## src/rtl/regfile_wr_arbiter.sv

```systemverilog
// Write-port arbiter for the register file: two 2-entry writeback FIFOs drained
// round-robin into a registered WE3/A3/WD1 stage.
//
// last_grant_q | meaning
// 0            | source 0 won the most recent grant; source 1 wins next contention
// 1            | source 1 won the most recent grant (reset); source 0 wins next contention
module regfile_wr_arbiter #(
    parameter int DATA_W = 32,
    parameter int ADDR_W = 5
) (
    input  logic              clk,
    input  logic              rst_n,
    input  logic              s0_valid,
    output logic              s0_ready,
    input  logic [ADDR_W-1:0] s0_addr,
    input  logic [DATA_W-1:0] s0_data,
    input  logic              s1_valid,
    output logic              s1_ready,
    input  logic [ADDR_W-1:0] s1_addr,
    input  logic [DATA_W-1:0] s1_data,
    output logic              WE3,
    output logic [ADDR_W-1:0] A3,
    output logic [DATA_W-1:0] WD1,
    output logic              idle
);

    localparam int EW = ADDR_W + DATA_W;

    logic [1:0]        cnt_q [2];
    logic [1:0]        cnt_d [2];
    logic [EW-1:0]     ent_q [2][2];
    logic [EW-1:0]     ent_d [2][2];
    logic [EW-1:0]     in_ent [2];
    logic [1:0]        push;
    logic [1:0]        pop;
    logic              gnt_vld;
    logic              gnt_src;
    logic [EW-1:0]     head;
    logic              last_grant_q, last_grant_d;
    logic              we3_q, we3_d;
    logic [ADDR_W-1:0] a3_q, a3_d;
    logic [DATA_W-1:0] wd1_q, wd1_d;

    assign s0_ready = (cnt_q[0] != 2'd2);
    assign s1_ready = (cnt_q[1] != 2'd2);
    assign WE3      = we3_q;
    assign A3       = a3_q;
    assign WD1      = wd1_q;
    assign idle     = (cnt_q[0] == 2'd0) & (cnt_q[1] == 2'd0) & ~we3_q;

    always_comb begin
        in_ent[0] = {s0_addr, s0_data};
        in_ent[1] = {s1_addr, s1_data};
        push[0]   = s0_valid & s0_ready;
        push[1]   = s1_valid & s1_ready;

        gnt_vld = (cnt_q[0] != 2'd0) | (cnt_q[1] != 2'd0);
        if ((cnt_q[0] != 2'd0) && (cnt_q[1] != 2'd0)) begin
            gnt_src = ~last_grant_q;
        end else begin
            gnt_src = (cnt_q[1] != 2'd0);
        end
        pop = 2'b00;
        if (gnt_vld) begin
            pop[gnt_src] = 1'b1;
        end
        head = ent_q[gnt_src][0];
    end

    // Slot 0 is always the head; a pop shifts slot 1 down, a push lands in the first free slot.
    always_comb begin
        for (int i = 0; i < 2; i++) begin
            cnt_d[i]    = cnt_q[i] + {1'b0, push[i]} - {1'b0, pop[i]};
            ent_d[i][0] = ent_q[i][0];
            ent_d[i][1] = ent_q[i][1];
            if (pop[i]) begin
                ent_d[i][0] = ent_q[i][1];
            end
            if (push[i]) begin
                if ((cnt_q[i] == 2'd0) || ((cnt_q[i] == 2'd1) && pop[i])) begin
                    ent_d[i][0] = in_ent[i];
                end else begin
                    ent_d[i][1] = in_ent[i];
                end
            end
        end
    end

    always_comb begin
        we3_d        = 1'b0;
        a3_d         = a3_q;
        wd1_d        = wd1_q;
        last_grant_d = last_grant_q;
        if (gnt_vld) begin
            last_grant_d = gnt_src;
            a3_d         = head[EW-1:DATA_W];
            wd1_d        = head[DATA_W-1:0];
            we3_d        = (head[EW-1:DATA_W] != '0);
        end
    end

    always_ff @(posedge clk) begin
        if (!rst_n) begin
            cnt_q[0]     <= 2'd0;
            cnt_q[1]     <= 2'd0;
            last_grant_q <= 1'b1;
            we3_q        <= 1'b0;
            a3_q         <= '0;
            wd1_q        <= '0;
        end else begin
            cnt_q        <= cnt_d;
            last_grant_q <= last_grant_d;
            we3_q        <= we3_d;
            a3_q         <= a3_d;
            wd1_q        <= wd1_d;
        end
    end

    // Entry storage needs no reset: the counts decide what is valid.
    always_ff @(posedge clk) begin
        ent_q <= ent_d;
    end

endmodule

```

## config.mk

```make
export PLATFORM = sky130hd
export DESIGN_NAME = regfile_wr_arbiter
export DESIGN_NICKNAME = d
export VERILOG_FILES = /design/src/rtl/regfile_wr_arbiter.sv
export SDC_FILE = /design/constraint.sdc
export NUM_CORES = 1
export LEC_CHECK = 0
export BUFFER_PORTS_ARGS = -buffer_cell sky130_fd_sc_hd__buf_2
export CORE_ASPECT_RATIO = 0.75
export CORE_MARGIN = 4
export CORE_UTILIZATION = 40
export DETAILED_ROUTE_END_ITERATION = 8
export GPL_TIMING_DRIVEN = 0
export SLEW_MARGIN = 0
export SYNTH_ARGS = -nofsm -noshare
export SYNTH_HDL_FRONTEND = slang
export SYNTH_SLANG_ARGS = --single-unit
```

## constraint.sdc

```tcl
create_clock -name clk -period 6.45 [get_ports clk]
set_clock_uncertainty 0.15 [all_clocks]
set_input_delay 0.3225 -clock clk [delete_from_list [all_inputs] [get_ports clk]]
set_output_delay 0.3225 -clock clk [all_outputs]
set_load 0.005 [all_outputs]
```

Word-level counts from Yosys, hierarchy flattened --
Cells that the tools add are included. W data, S select, Z words.
Operators by class: $lt $le $gt $ge 3, equal/unequal tests 4, add/sub/neg operators 4, bitwise operators 10, reduce and logical (&&, ||, !) cells 14, muxes and demuxes 15
Operators with widths (count):
- $mux W74 | 5
- $mux W37 | 6
- $reduce_and A2 Y1 | 3
- $reduce_bool A5 Y1 | 1
- $add A2 B1 Y2 | 2
- $and A1 B1 Y1 | 4
- $eq A2 B1 Y1 const B | 2
- $logic_and A1 B1 Y1 | 4
- $logic_not A2 Y1 | 2
- $ne A2 B2 Y1 const B | 2
- $not A1 Y1 | 4
- $reduce_bool A2 Y1 | 2
- $sub A2 B1 Y2 | 2
- $ge A2 B2 Y1 const B | 1
- $logic_or A1 B1 Y1 | 2
- $lt A1 B2 Y1 const B | 1
- $mux W1 | 2
- $mux W2 | 1
- $not A1 Y2 | 1
- $demux W1 S1 | 1
- $ge A1 B1 Y1 const B | 1
- $or A1 B1 Y1 | 1
Storage, ports and cells: flip-flop bits (word level) 191, output and inout bits 41, word-level logic and storage cells 60, bits of input ports 78

Depth between registers and ports, before layout --
word-level depth 12, gate-level depth with buffers 10, gate-level depth less buffers 6

Worst setup path after synthesis --
OpenSTA, ideal clock, no wires.
path type reg-to-reg, from reg cnt_q[2] (netlist name), to reg ent_q[0] (netlist name) (enable), buffers on the path 1, slack 3579 ps, arrival 2290 ps, cell stages (with the launch flop) 5, clock period less this slack 2871 ps, path through dfxtp_1 buf_2 o21a_1 nor2_1 nor2_1
On the way: cells in the longest elaborated chain, start to end 12, elaborated cells on any way between the ends 14, those cells by class 2 x order compare; 4 x mux; 2 x bitwise; 6 x reduce/logical
Ends and longest elaborated chain:
- start: declaration | line 29 | logic [1:0] cnt_q [2];
- start signal: assignment | line 111 | cnt_q <= cnt_d;
- $reduce_bool A2 Y1 (*) | line 57, 58
- $logic_and A1 B1 Y1 | line 58 | if ((cnt_q[0] != 2'd0) && (cnt_q[1] != 2'd0)) begin
- $mux W1 | line 58
- $lt A1 B2 Y1 (implied by the code) / $ge A1 B1 Y1 (equally long branches) | line 65 | pop[gnt_src] = 1'b1;
- $logic_and A1 B1 Y1 (implied by the code) | line 65
- $mux W1 (implied by the code) | line 65
- $demux W1 S1 | line 65
- $mux W2 (*) | line 64 | if (gnt_vld) begin
- $logic_and A1 B1 Y1 (*) | line 80 | if ((cnt_q[i] == 2'd0) || ((cnt_q[i] == 2'd1) && pop[i])) begin
- $logic_or A1 B1 Y1 (*) | line 80
- $not A1 Y1 (no line) (*)
- $reduce_and A2 Y1 (no line) (*)
- end signal: assignment | line 121 | ent_q <= ent_d;
- end: declaration | line 31 | logic [EW-1:0] ent_q [2][2];
Every way passes the cells marked *; elsewhere a longest branch is shown, timed or not. A chain may end at the register's enable or synchronous reset.

Worst setup path after layout --
from reg cnt_q[2] (netlist name), to reg ent_q[96] (netlist name) (enable)
On the way: cells in the longest elaborated chain, start to end 12, elaborated cells on any way between the ends 18, those cells by class 2 x order compare; 2 x eq/ne; 4 x mux; 3 x bitwise; 7 x reduce/logical
Ends and longest elaborated chain (line):
- $reduce_bool A2 Y1 | 57, 58
- $logic_and A1 B1 Y1 | 58
- $mux W1 | 58
- $lt A1 B2 Y1 (implied by the code) / $ge A1 B1 Y1 (equally long branches) | 65
- $logic_and A1 B1 Y1 (implied by the code) | 65
- $mux W1 (implied by the code) | 65
- $demux W1 S1 | 65
- $mux W2 | 64
- $logic_and A1 B1 Y1 | 80
- $logic_or A1 B1 Y1 | 80
- $not A1 Y1 (no line)
- $reduce_and A2 Y1 (no line) (*)
Marked as above.

==> impl_metrics.yaml <==
die:
  coreArea_um2: 17700
  die_h_um: 124
  start_util_pct: 40.8
  die-area_um2: 20200
  ioPinCount: 119
  rows: 42
  die_w_um: 163
power_and_ir_drop:
  intPower_uw: 3030
  p_seq_share_pct: 40.0
  powerDensity_nw_per_um2: 498
  ir_drop_mv: 0.194
  p_leak_uw: 0.00406
  power_frac_clock_pct: 23.4
  p_comb_share_pct: 36.5
  swShare_pct: 36.0
  p_sw_uw: 1710
grt:
  track_usage_pct: 19.5
  antenna_found_initial: 0
  grt_max_degree: 28
  grt-ovfl-total: 0
  first_global_vias: 5637
  grt_pass1_wl_um: 30700
final_layout:
  diodes: 0
  final_nets: 945
  drive_above_1_share_pct: 20.6
  area_growth_pct: 32.0
  final_cell_mix: "buf_2 (137), dfxtp_1 (117), o21ai_0 (93), nand2_1 (80), mux2i_1 (79)"
  final_common_cell: "buf_2"
cts:
  postCtsHoldBufs: 74
  htree_levels: 4
  post_cts_buffers: 0
  clk_pin_slew_ns: 0.07
  cts_tree: "yes"
  clock-sinks: 191
  clk_latency_ns: 0.43
  ctsResizeCount: 0
  numCtsBuffers: 17
  root_buffer: "clkbuf_16"
  clock_path_buffers: 2
synthesis:
  yosysUniqueCellTypes: 31
  ys_ff_latch: 191
  syn_area_um2: 7200
  yosysSeqAreaShare_pct: 63.4
  ys.warnings.count: 0
  avgSynthCellArea_um2: 11.0
  synth.net_count: 732
  syn-instance-count: 652
timing:
  finalCriticalPeriod_ns: 2.66
  drv_slew: 0
  setup_viol: 0
  hold_viol_final: 0
  setup_ws_ns: 3.79
  relSlewSlack_pct: 49.6
  fmax_mhz: 376
  rsz0062_at_grt: "no"
  period_share_pct: 41.3
  tns_ns: 0
  tightest_slew_ns: 0.750
routing:
  dr_total_vias: 5618
  routed_wl_um: 19600
  vias_per_cell: 5.02
  first_pass_iters: 5
  routedWlPerCell_um: 17.5
  drc: 0
  drt-initial-drc-count: 536
  antenna_left: 0
placed_design:
  globalplace.congestion: 0.809
  hpwl_um: 13500
  io_buffers: 118
  dp_worst_setup_slack_ns: 3.80
critical_path:
  r2r_setup_slack_ns: 3.79
  cp_common_cell: "buf_2"
  required_ns: 6.43
  worstSetupStartpointType: "register"
  critPathMaxFanout: 22
  cp_cell_sequence: "buf_2, o21a_1, nor2_2, buf_2, o211a_2, buf_16"
  worstSetupEndpointType: "register"
  max_stage_delay_ns: 0.56
  path_class: "reg2reg"
  slowest_stage: "o211a_2"
  arrival_ns: 2.64
flow_run:
  max-cap-violations: 0
outcome:
  outcome: "finished clean"
hold_path:
  hold_class: "in2reg"
[per-layer routing]
metal  vias up  wire, um  share of wire (%)  GRT usage, %
met5         -         0                  0             0
met4         0       250                1.3          5.37
met3        22      1450                7.4          4.37
met2       207      8600                 44          29.9
met1      2649      9310                 47          28.0
li1       2740         -                  -             -
[cell type report]
type,instances,area (um^2)
Buffer,47,245
Sequential cell,191,4560
Tap cell,242,303
Fill cell,1579,8150
Multi-Input combinational cell,414,2400
Clock inverter,14,190
Clock buffer,18,429
Timing Repair Buffer,194,1380
[worst paths after layout]
check	cells after the start	to	startpoint
setup / recovery	6	ent_q[96]	cnt_q[2]
hold / removal	3	WD1[31]	rst_n
setup reg to reg	6	ent_q[96]	cnt_q[2]
hold reg to reg	2	WD1[12]	ent_q[49]
[worst max-delay path, delay by kind of cell, from the launching register on]
kind | cells | cell delay [ns]
compound gates | 2 | 0.80
buf+inv | 3 | 0.75
simple gates | 1 | 0.33
flops | 1 | 0.31
[kinds of logic after synthesis]
group | after synthesis | synth area share, %
and+or+nand+nor | 205 | 12.7
muxes | 79 | 11.0
AOI/OAI and AO/OA | 126 | 9.00
xor gates and xnor gates | 2 | 0.243
DFF | 191 | 63.4
buffers and inverters | 47 | 3.40
adders and majority gates | 2 | 0.347
[synth_stat cells (all sizes together)]
cell type	number	area, um^2
dfxtp	117	2340
o21ai	114	571
nand2	80	300
mux2i	79	791
edfxtp	74	2220
nor3	70	350
nor2	39	149
buf	27	170
clkbuf	20	75.1
a21oi	7	35.0
nand2b	4	25.0
and2	2	12.5
ha	2	25.0
nand3	2	10.0
o21a	2	15.0
or4	2	15.0
a21boi	1	7.51
and3	1	6.26
and3b	1	8.76
nor3b	1	7.51
nor4	1	12.5
nor4b	1	8.76
o211a	1	10.0
o21ba	1	10.0
or2	1	6.26
xnor2	1	8.76
xor2	1	8.76
[power by group through the flow]
stage                     logic, uW  clock network [uW]  registers [uW]
after floorplan                1180                   0            1840
after global placement         1640                   0            1910
after detailed placement       1690                   0            1910
after CTS                      1740                1130            1890
after global routing           1930                1180            1940
final                          1730                1110            1900
[sequential cells by signal, summed over array words and instances, names as in the netlist]
name and count:
A3 5, WD1 32, last_grant_q 1, cnt_q 4, WE3 1, ent_q 148
[per-stage QoR]
step / power [uW] / hold WS, ns / cell area [um^2] / util [%] / std cells
floorplan: 3010 / 0.271 / 7200 / - / 652
detailed placement: 3610 / 0.344 / 8150 / 46.2 / 1014
finish: 4730 / 0.0866 / 9510 / 53.9 / 1120
CTS: 4760 / 0.0726 / 9510 / 53.9 / 1120
global route: 5040 / 0.101 / 9510 / 53.9 / 1120
global placement: 3550 / 0.339 / 8100 / 45.9 / 1012
(Power assumes the default switching activity.)
